### config.mk
export PLATFORM = sky130hd
export DESIGN_NAME = mul_seq
export DESIGN_NICKNAME = d
export VERILOG_FILES = /design/src/rtl/mul_seq.sv
export SDC_FILE = /design/constraint.sdc
export NUM_CORES = 1
export LEC_CHECK = 0
export BUFFER_PORTS_ARGS = -buffer_cell sky130_fd_sc_hd__buf_2
export CORE_AREA = 4 4 124 126
export DETAILED_ROUTE_END_ITERATION = 6
export DIE_AREA = 0 0 128 130
export PLACE_DENSITY = 0.77
export RECOVER_POWER = 100
export SYNTH_ARGS = -nofsm -noshare
export SYNTH_HDL_FRONTEND = slang
export SYNTH_SLANG_ARGS = --single-unit
### constraint.sdc
create_clock -name clk -period 8.1 [get_ports clk]
set_input_delay 0.81 -clock clk [delete_from_list [all_inputs] [get_ports clk]]
set_output_delay 0.81 -clock clk [all_outputs]
set_load 0.01 [all_outputs]
### src/rtl/mul_seq.sv
// Sequential 32x32 shift-add multiplier (low 32 bits); 32 RUN cycles then a one-cycle Done pulse.
// Define MUL_SEQ_EARLY_TERM_EN to leave RUN as soon as the remaining multiplier bits are all zero.
module mul_seq (
  input  logic        clk,
  input  logic        reset,
  input  logic        Start,
  input  logic [31:0] SrcA,
  input  logic [31:0] SrcB,
  output logic        Busy,
  output logic        Done,
  output logic [31:0] Product,
  output logic [3:0]  MulFlags
);

  typedef enum logic [1:0] {IDLE, RUN, DONE} state_t;

  state_t      state, state_nxt;
  logic [31:0] mcand, mplier, acc;
  logic [4:0]  cnt;
  logic [31:0] acc_step, mplier_step;
  logic        last_step;
  logic        load;

  always_comb begin
    acc_step    = mplier[0] ? (acc + mcand) : acc;
    mplier_step = {1'b0, mplier[31:1]};
`ifdef MUL_SEQ_EARLY_TERM_EN
    last_step   = (cnt == 5'd31) || (mplier_step == 32'd0);
`else
    last_step   = (cnt == 5'd31);
`endif
  end

  always_comb begin
    state_nxt = state;
    load      = 1'b0;
    case (state)
      IDLE, DONE: begin
        load      = Start;
        state_nxt = Start ? RUN : IDLE;
      end
      RUN:     if (last_step) state_nxt = DONE;
      default: state_nxt = IDLE;
    endcase
  end

  assign Busy = (state == RUN);
  assign Done = (state == DONE);

  always_ff @(posedge clk or negedge reset) begin
    if (!reset) state <= IDLE;
    else        state <= state_nxt;
  end

  // Start during RUN is ignored because load is only raised from IDLE/DONE.
  always_ff @(posedge clk or negedge reset) begin
    if (!reset) begin
      mcand    <= '0;
      mplier   <= '0;
      acc      <= '0;
      cnt      <= '0;
      Product  <= '0;
      MulFlags <= 4'b0100;
    end else if (load) begin
      mcand  <= SrcA;
      mplier <= SrcB;
      acc    <= '0;
      cnt    <= '0;
    end else if (state == RUN) begin
      acc    <= acc_step;
      mcand  <= {mcand[30:0], 1'b0};
      mplier <= mplier_step;
      cnt    <= cnt + 5'd1;
      if (last_step) begin
        Product  <= acc_step;
        MulFlags <= {acc_step[31], (acc_step == 32'd0), 2'b00};
      end
    end
  end

endmodule
==> flow_summary.yaml, run 1 <==
final_layout:
  final_cell_mix: "215 x nand2_1, 135 x dfrtp_1, 75 x o21ai_0"
  stdcell_count: 1163
  nNetsFinal: 1067
  final.fill_count: 1308
  antenna_cells: 0
  area_growth_pct: 13.1
  drive_above_1_share_pct: 12.3
  final_common_cell: "nand2_1"
  finalInstanceArea_um2: 8910
floorplanning:
  die_w_um: 128
  start_util_pct: 55.1
  rows: 44
  dieArea_um2: 16600
  core-area_um2: 14300
  top_level_ports: 105
  die_h_um: 130
synth:
  ys_ff_latch: 136
  synthTopCellsByArea: "dfrtp_1 43%, nand2_1 10%, a22oi_1 5.8%"
  synth_edf_count: 0
  synth_async_sr_flop_share_pct: 100
  avgSynthCellArea_um2: 8.80
  synth_cell_types: 79
  synth_top_flop_cell: "dfrtp_1"
  yosys_warnings: 0
  yosys.area.top_type: "dfrtp_1"
  seq_area_frac_synth_pct: 43.2
  syn_inst: 896
  netlist_area_um2: 7880
  post-synth-top-area-fraction_pct: 42.9
global_route:
  grt.overflow.total: 0
  grt_max_degree: 74
  grt_pass1_wl_um: 33700
  grt_pass1_vias: 6690
  grtUsageTotal_pct: 25.1
  antenna_found_initial: 0
place:
  place_hpwl_um: 13900
  dp.cells: 1131
  port_buffers: 102
  place.gp.congestion: 0.906
  place_area_um2: 8420
setup_path:
  path_cells: "nand2b_1 -> clkbuf_1 -> inv_2 -> nor2_1 -> buf_4 -> nand2_1 -> nand2_1"
  max_stage_delay_ps: 1960
  crit_path_frequent_cell: "nand2_1"
  path_class: "flop to flop"
  r2r_cells: 7
  start_kind: "flop"
  crit_required_ps: 8450
  critPathSlowestCell: "nor2_1"
  reg2reg_setup_slack_ps: 2880
  r2r-end: "mcand[11]"
  critPathMaxFanout: 59
  regToRegStartpoint: "state[0]"
  cp-end-kind: "flop"
  cp_data_arrival_time_ps: 5570
detailed_routing:
  totalWireLength_um: 20000
  vias: 6995
  drcViolationCount: 0
  wl_per_cell_um: 17.2
  drt_pass1_iterations: 5
  ant_nets: 0
  drt_iter0_markers: 561
  vias_per_cell: 6.01
min_path:
  min_path_cells: 2
  holdCritStartpoint: "Product[24]"
  hp-class: "flop to flop"
  hold_end: "Product[24]"
pwr:
  vdd_drop_max_mv: 0.217
  power.total_mw: 4.19
  p_leak_nw: 4.14
  cellPowerDensity_nw_per_um2: 470
timing:
  hold_slack_ps: 475
  fin_tns_setup_ps: 0
  relSlewSlack_pct: -124
  tightest_slew_ps: 3360
  fin_worst_skew_ps: 8.49
  setup_viol: 0
  finalCriticalPeriod_ps: 5220
  hold_violations: 0
  timing.final.crit_share_pct: 64.4
  rsz0062_at_grt: "no"
  slew_viol_final: 329
  max_freq_mhz: 192
cts:
  clk_latency_ps: 430
  numCtsBuffers: 17
  ctsLongestPathBuffers: 2
  cts_tree: "yes"
  hold_buffers: 0
  post_cts_buffers: 0
  cts_resized: 0
  clock-sinks: 136
  htree_levels: 4
  clk_pin_slew_worst_paths_ps: 60
  clockRootBuffer: "clkbuf_16"
run:
  maxCapViolCount: 6
outcome:
  outcome: "finished, violations left"
  violations: "capacitance limit, slew limit"
through the flow:
step	util, %	setup WS (ps)
final	62.3	2880
after global routing	62.3	2410
after floorplan	-	5090
after global placement	58.8	4670
after detailed placement	58.8	4630
after CTS	62.8	4600
cell type report:
cell class / count / area (um^2) / area share (%)
clock inverter: 13 / 110 / 1.24
clock buffer: 19 / 453 / 5.08
timing repair buffer: 109 / 508 / 5.70
tap: 184 / 230 / 2.58
sequential: 136 / 3400 / 38.2
multi-input combinational: 688 / 4160 / 46.6
inverter: 14 / 52.6 / 0.589
layer usage:
metal / vias to the layer above / share of wire (%) / GRT usage [%]
li1: 3402 / - / -
met1: 3339 / 45 / 33.7
met2: 224 / 47 / 40.4
met3: 30 / 6.5 / 6.63
met4: 0 / 1.7 / 7.37
met5: - / 0 / 0
worst max path at each step:
| stage | startpoint | to | slack (ps) |
|---|---|---|---|
| 2_1_floorplan | mcand[0] | MulFlags[2] | 5090 |
| 3_3_place_gp | mcand[0] | MulFlags[2] | 4670 |
| 3_5_place_dp | mcand[0] | MulFlags[2] | 4630 |
| 4_1_cts | mcand[0] | MulFlags[2] | 4600 |
| 5_1_grt | state[0] | acc[15] | 2410 |
| 6_report | state[0] | mcand[11] | 2880 |
cell usage after synthesis, drive strengths merged (3+ instances only):
cell and count:
mux2i 7, a22oi 61, nand4 8, a31oi 7
nor3b 4, nor3 17, clkbuf 41, inv 14
a32o 3, dfrtp 135, o211ai 5, o2111ai 4
a311oi 5, nor2b 10, ha 33, or3 7
a221oi 7, a21o 13, buf 17, o21ai 83
o21a 9, and2 6, a22o 5, and3 11
nand3 20, nand2 216, o31ai 5, xnor2 6
nor2 22, a21oi 38, a211oi 9, o21bai 5
and4 3, a21boi 4, xor2 5, nor4 4
nand2b 6, a221o 4
sequential cells by signal, indices dropped and copies added (netlist names):
signal and flops:
mcand 32, MulFlags 1, state 2, cnt 5, Product 32, mplier 32, acc 32
critical path: cells and delay by family, from the launching register on:
family,cells,cell delay (ps)
flip-flops,1,430
AND/OR/NAND/NOR,4,2270
buffers and inverters,3,2370
cell families (layout without fill, tap and decap cells):
logic type	after synthesis	in the layout	share of synthesized area, %
and+or+nand+nor	345	345	20.0
AOI/OAI and AO/OA	289	289	24.8
DFF	136	136	43.2
buffers and inverters	73	155	4.22
adders and majority gates	34	34	5.49
xor gates and xnor gates	11	11	1.32
muxes	7	7	0.889
other	1	2	0.0476
power breakdown:
group	switching [mW]	leakage (nW)	internal, mW	total (mW)
Clock	0.320	0.267	0.415	0.736
Combinational	1.39	2.17	0.853	2.24
Sequential	0.229	1.70	0.983	1.21
No activity file was read; power rests on OpenSTA's default activity.
==> run 2: changes to the inputs <==
--- a/config.mk
+++ b/config.mk
@@ -6,9 +6,9 @@
 export NUM_CORES = 1
 export LEC_CHECK = 0
 export BUFFER_PORTS_ARGS = -buffer_cell sky130_fd_sc_hd__buf_2
-export CORE_AREA = 4 4 124 126
+export CORE_AREA = 4 4 127 129
 export DETAILED_ROUTE_END_ITERATION = 6
-export DIE_AREA = 0 0 128 130
+export DIE_AREA = 0 0 131 133
 export PLACE_DENSITY = 0.77
 export RECOVER_POWER = 100
 export SYNTH_ARGS = -nofsm -noshare
==> constraint.sdc (replaced) <==
create_clock -name clk -period 4.3 [get_ports clk]
set_input_delay 0.43 -clock clk [delete_from_list [all_inputs] [get_ports clk]]
set_output_delay 0.43 -clock clk [all_outputs]
set_load 0.01 [all_outputs]
==> run 2 against run 1 <==
The flow still finishes with violations (capacitance limit, slew limit). Global-route usage down 0.99 points. Critical path depth up 4. Combinational power up 90%. Die area up 4.7%. Critical endpoint is now MulFlags[2]. Sequential power up 88%. Sequential share of layout area down 0.17 points. Sequential cell count unchanged. Non-clock buffer count up 4. First-iteration DRC count down 7.8%.
==> flow_summary.yaml, run 2 (synthesis results as in run 1) <==
outcome:
  outcome: "finished, violations left"
  violations: "capacitance limit, slew limit"
setup_path:
  cp-end-kind: "flop"
  critPathBufInv: 0
  path_class: "flop to flop"
  critPathTopFamily: "compound AO/OA/AOI/OAI gates"
  cp_data_arrival_time_ps: 4120
  start_kind: "flop"
  max_stage_delay_ps: 1060
  critPathMaxFanout: 7
  crit_required_ps: 4670
  critPathSlowestCell: "a2111oi_0"
  path_cells: "ha_1 -> and2_0 -> nand3_1 -> a21oi_1 -> o21bai_1 -> a2111oi_0 -> nor3_1 -> o31ai_1 -> a211oi_1 -> nand4_1 -> nand2_1"
pwr:
  cellPowerDensity_nw_per_um2: 888
  p_leak_nw: 4.16
  vdd_drop_max_mv: 0.399
timing:
  slew_viol_final: 170
  rsz0062_at_grt: "no"
  fin_tns_setup_ps: 0
  timing.final.crit_share_pct: 87.3
  finalCriticalPeriod_ps: 3750
  hold_violations: 0
  relSlewSlack_pct: -80.2
  fin_worst_skew_ps: 13.6
  hold_slack_ps: 192
  tightest_slew_ps: 2700
  max_freq_mhz: 266
  setup_viol: 0
detailed_routing:
  wl_per_cell_um: 17.5
  totalWireLength_um: 20500
  vias_per_cell: 5.98
  drcViolationCount: 0
  vias: 6997
  drt_iter0_markers: 517
  drt_pass1_iterations: 5
  ant_nets: 0
cts:
  cts_resized: 0
  clockRootBuffer: "clkbuf_16"
  htree_levels: 4
  clock-sinks: 136
  ctsLongestPathBuffers: 2
  cts_tree: "yes"
  hold_buffers: 0
  clk_latency_ps: 450
  clk_pin_slew_worst_paths_ps: 70
  numCtsBuffers: 17
  post_cts_buffers: 0
floorplanning:
  die_h_um: 133
  start_util_pct: 52.4
  dieArea_um2: 17400
  die_w_um: 131
  top_level_ports: 105
  rows: 45
  core-area_um2: 15000
global_route:
  grt_pass1_vias: 6663
  grt_max_degree: 110
  antenna_found_initial: 1
  grt_pass1_wl_um: 33700
  grtUsageTotal_pct: 24.1
  grt.overflow.total: 0
min_path:
  hp-class: "primary input to flop"
final_layout:
  nNetsFinal: 1071
  final_cell_mix: "215 x nand2_1, 135 x dfrtp_1, 79 x o21ai_0"
  final_common_cell: "nand2_1"
  area_growth_pct: 13.6
  antenna_cells: 0
  drive_above_1_share_pct: 12.2
place:
  place.gp.congestion: 0.965
  place_hpwl_um: 14100
  port_buffers: 102
run:
  maxCapViolCount: 3
run 2: cell type report:
| class | instances | area [um^2] |
|---|---|---|
| inverter | 14 | 52.6 |
| multi-input combinational | 688 | 4150 |
| timing repair buffer | 113 | 529 |
| sequential | 136 | 3400 |
| clock inverter | 15 | 161 |
| clock buffer | 17 | 425 |
| fill | 1354 | 6080 |
| tap | 188 | 235 |
run 2: routing by layer:
metal,track usage [%],wire length [um]
met2,36.9,9420
met3,6.58,1170
met1,33.1,9480
met4,8.00,470
met5,0,7
run 2: path summary, 6_finish.rpt:
path,slack [ps],to,from,cells after the start
max,550,MulFlags[2],mcand[4],11
min,190,mplier[12],SrcB[12],3
max reg2reg,550,MulFlags[2],mcand[4],11
min reg2reg,480,mplier[9],mplier[9],2
max in group asynchronous,1090,mcand[2],reset,2
min in group asynchronous,820,acc[17],reset,1
run 2: worst reg2reg max path, delay by kind of cell (launching register included):
family / cells / cell delay, ps
adders and majority gates: 1 / 380
and+or+nand+nor: 5 / 720
DFF: 1 / 400
AOI/OAI and AO/OA: 5 / 2180
run 2: metrics by stage:
stage	cells	worst slack [ps]	cell area (um^2)	power, mW	util (%)
after floorplan	897	1290	7890	5.45	-
after global placement	1139	976	8460	6.46	56.3
after detailed placement	1139	928	8460	6.54	56.3
after CTS	1171	909	9040	8.01	60.2
after global routing	1171	338	8950	8.59	59.6
final	1171	547	8950	7.95	59.6
run 2: report_power, final:
group,switching [mW],internal (mW),total [mW]
registers,0.415,1.85,2.27
logic,2.64,1.61,4.25
clock network,0.670,0.772,1.44
total,3.72,4.23,7.95
==> run 3: changes to the inputs <==
--- a/config.mk
+++ b/config.mk
@@ -6,11 +6,14 @@
 export NUM_CORES = 1
 export LEC_CHECK = 0
 export BUFFER_PORTS_ARGS = -buffer_cell sky130_fd_sc_hd__buf_2
-export CORE_AREA = 4 4 127 129
+export CELL_PAD_IN_SITES_DETAIL_PLACEMENT = 1
+export CELL_PAD_IN_SITES_GLOBAL_PLACEMENT = 1
+export CORE_AREA = 4 4 146 148
 export DETAILED_ROUTE_END_ITERATION = 6
-export DIE_AREA = 0 0 131 133
-export PLACE_DENSITY = 0.77
+export DIE_AREA = 0 0 150 152
+export PLACE_DENSITY_LB_ADDON = 0.1
 export RECOVER_POWER = 100
+export SLEW_MARGIN = 20
 export SYNTH_ARGS = -nofsm -noshare
 export SYNTH_HDL_FRONTEND = slang
 export SYNTH_SLANG_ARGS = --single-unit
==> run 3 against run 2 <==
The run ends with hold timing, capacitance limit, slew limit left. First-iteration DRC count is 26% lower. Cell count up 7.1%. Power up 1.9%. Global-route usage decreased by 2.5 points. Sequential cell count unchanged. Hold slack got worse by 200 ps. Clock-buffer cell count is the same. Combinational power is 2% higher. Fmax decreased by 0.37%. Worst setup slack lost 14 ps. Clock skew up 1.7 ps. Design area up 1.4%. Largest cell class unchanged.
==> flow_summary.yaml, run 3 (synthesis results as in run 1) <==
global_route:
  antenna_found_initial: 0
  grtUsageTotal_pct: 21.6
  grt_pass1_vias: 7221
  grt_max_degree: 72
  grt_pass1_wl_um: 39400
  grt.overflow.total: 0
pwr:
  vdd_drop_max_mv: 0.311
  cellPowerDensity_nw_per_um2: 893
  p_leak_nw: 4.17
cts:
  numCtsBuffers: 17
  cts_tree: "yes"
  clock-sinks: 136
  post_cts_buffers: 0
  ctsLongestPathBuffers: 2
  htree_levels: 4
  hold_buffers: 0
  cts_resized: 0
  clk_latency_ps: 440
  clockRootBuffer: "clkbuf_16"
  clk_pin_slew_worst_paths_ps: 70
final_layout:
  drive_above_1_share_pct: 12.7
  final_cell_mix: "215 x nand2_1, 134 x dfrtp_1, 76 x o21ai_0"
  area_growth_pct: 15.1
  final_common_cell: "nand2_1"
  post-route-util_pct: 45.3
  nNetsFinal: 1072
  antenna_cells: 0
setup_path:
  r2r-end: "MulFlags[2]"
  r2r_cells: 11
  cp_data_arrival_time_ps: 4130
  critPathBufInv: 0
  startpoint: "mcand[4]"
  start_kind: "flop"
  reg2reg_setup_slack_ps: 530
  critPathMaxFanout: 7
  critPathSlowestCell: "a2111oi_0"
  regToRegStartpoint: "mcand[4]"
  path_cells: "ha_1 -> and2_0 -> nand3_1 -> a21oi_1 -> o21bai_1 -> a2111oi_0 -> nor3_1 -> o31ai_1 -> a211oi_1 -> nand4_1 -> nand2_1"
  max_stage_delay_ps: 1040
  cp-end-kind: "flop"
  critPathTopFamily: "compound AO/OA/AOI/OAI gates"
  path_depth: 11
  crit_required_ps: 4660
  path_class: "flop to flop"
detailed_routing:
  drcViolationCount: 0
  vias_per_cell: 5.63
  totalWireLength_um: 24000
  wl_per_cell_um: 19.1
  vias: 7064
  ant_nets: 0
  drt_iter0_markers: 382
  drt_pass1_iterations: 5
timing:
  rsz0062_at_grt: "no"
  setup_viol: 0
  fin_worst_skew_ps: 15.3
  relSlewSlack_pct: -26.5
  hold_slack_ps: -9.78
  tightest_slew_ps: 1900
  fin_tns_setup_ps: 0
  slew_viol_final: 69
  finalCriticalPeriod_ps: 3770
  hold_violations: 3
  timing.final.crit_share_pct: 87.6
  max_freq_mhz: 265
run:
  maxCapViolCount: 2
floorplanning:
  core-area_um2: 20000
  top_level_ports: 105
  start_util_pct: 39.3
  dieArea_um2: 22800
  rows: 52
  die_h_um: 152
  die_w_um: 150
place:
  port_buffers: 102
  place.gp.congestion: 0.890
  place_hpwl_um: 16800
outcome:
  outcome: "finished, violations left"
  violations: "hold timing, capacitance limit, slew limit"
min_path:
  hp-class: "primary input to async pin"
## run 3: cell count changes in the layout (fill, tap and decap cells not counted), moves of 2 or more
cell | before | now
buf_2 | 67 | 65
clkinv_2 | 0 | 2
o21ai_0 | 79 | 76
buf_4 | 5 | 7
clkinv_8 | 3 | 0
o21ai_1 | 4 | 7
## run 3: area by class of cell
| type | count | area [um^2] |
|---|---|---|
| repair buffers | 114 | 561 |
| inverters | 14 | 52.6 |
| clock inverters | 15 | 134 |
| multi-input cells | 688 | 4160 |
| well taps | 270 | 338 |
| clock buffers | 17 | 425 |
| flip-flops and latches | 136 | 3410 |
| fillers | 2470 | 11000 |
## run 3: stage by stage
| step | instance area, um^2 | power [mW] | setup WS (ps) | cells |
|---|---|---|---|---|
| 2_1_floorplan | 7890 | 5.45 | 1290 | 897 |
| 3_3_place_gp | 8580 | 6.67 | 807 | 1222 |
| 3_5_place_dp | 8580 | 6.76 | 811 | 1222 |
| 4_1_cts | 9140 | 8.24 | 783 | 1254 |
| 5_1_grt | 9070 | 8.84 | 343 | 1254 |
| 6_report | 9070 | 8.10 | 533 | 1254 |
## run 3: worst max-delay path by stage
stage	end	slack, ps
CTS	MulFlags[2]	780
floorplan	MulFlags[2]	1290
global route	MulFlags[2]	340
detailed placement	MulFlags[2]	810
finish	MulFlags[2]	530
global placement	MulFlags[2]	810
## run 3: power by group
part	internal [mW]	switching, mW	leakage (nW)
clock	0.761	0.665	0.274
sequential	1.85	0.481	1.70
combinational	1.63	2.71	2.20
total	4.25	3.86	4.17
## run 3: layer usage
| metal | track usage [%] | wire length, um | part of all wire [%] | vias up |
|---|---|---|---|---|
| li1 | - | - | - | 3408 |
| met1 | 29.6 | 11000 | 46 | 3517 |
| met2 | 34.2 | 11500 | 48 | 119 |
| met3 | 4.38 | 1150 | 4.8 | 20 |
| met4 | 6.93 | 333 | 1.4 | 0 |
| met5 | 0 | 0 | 0 | - |
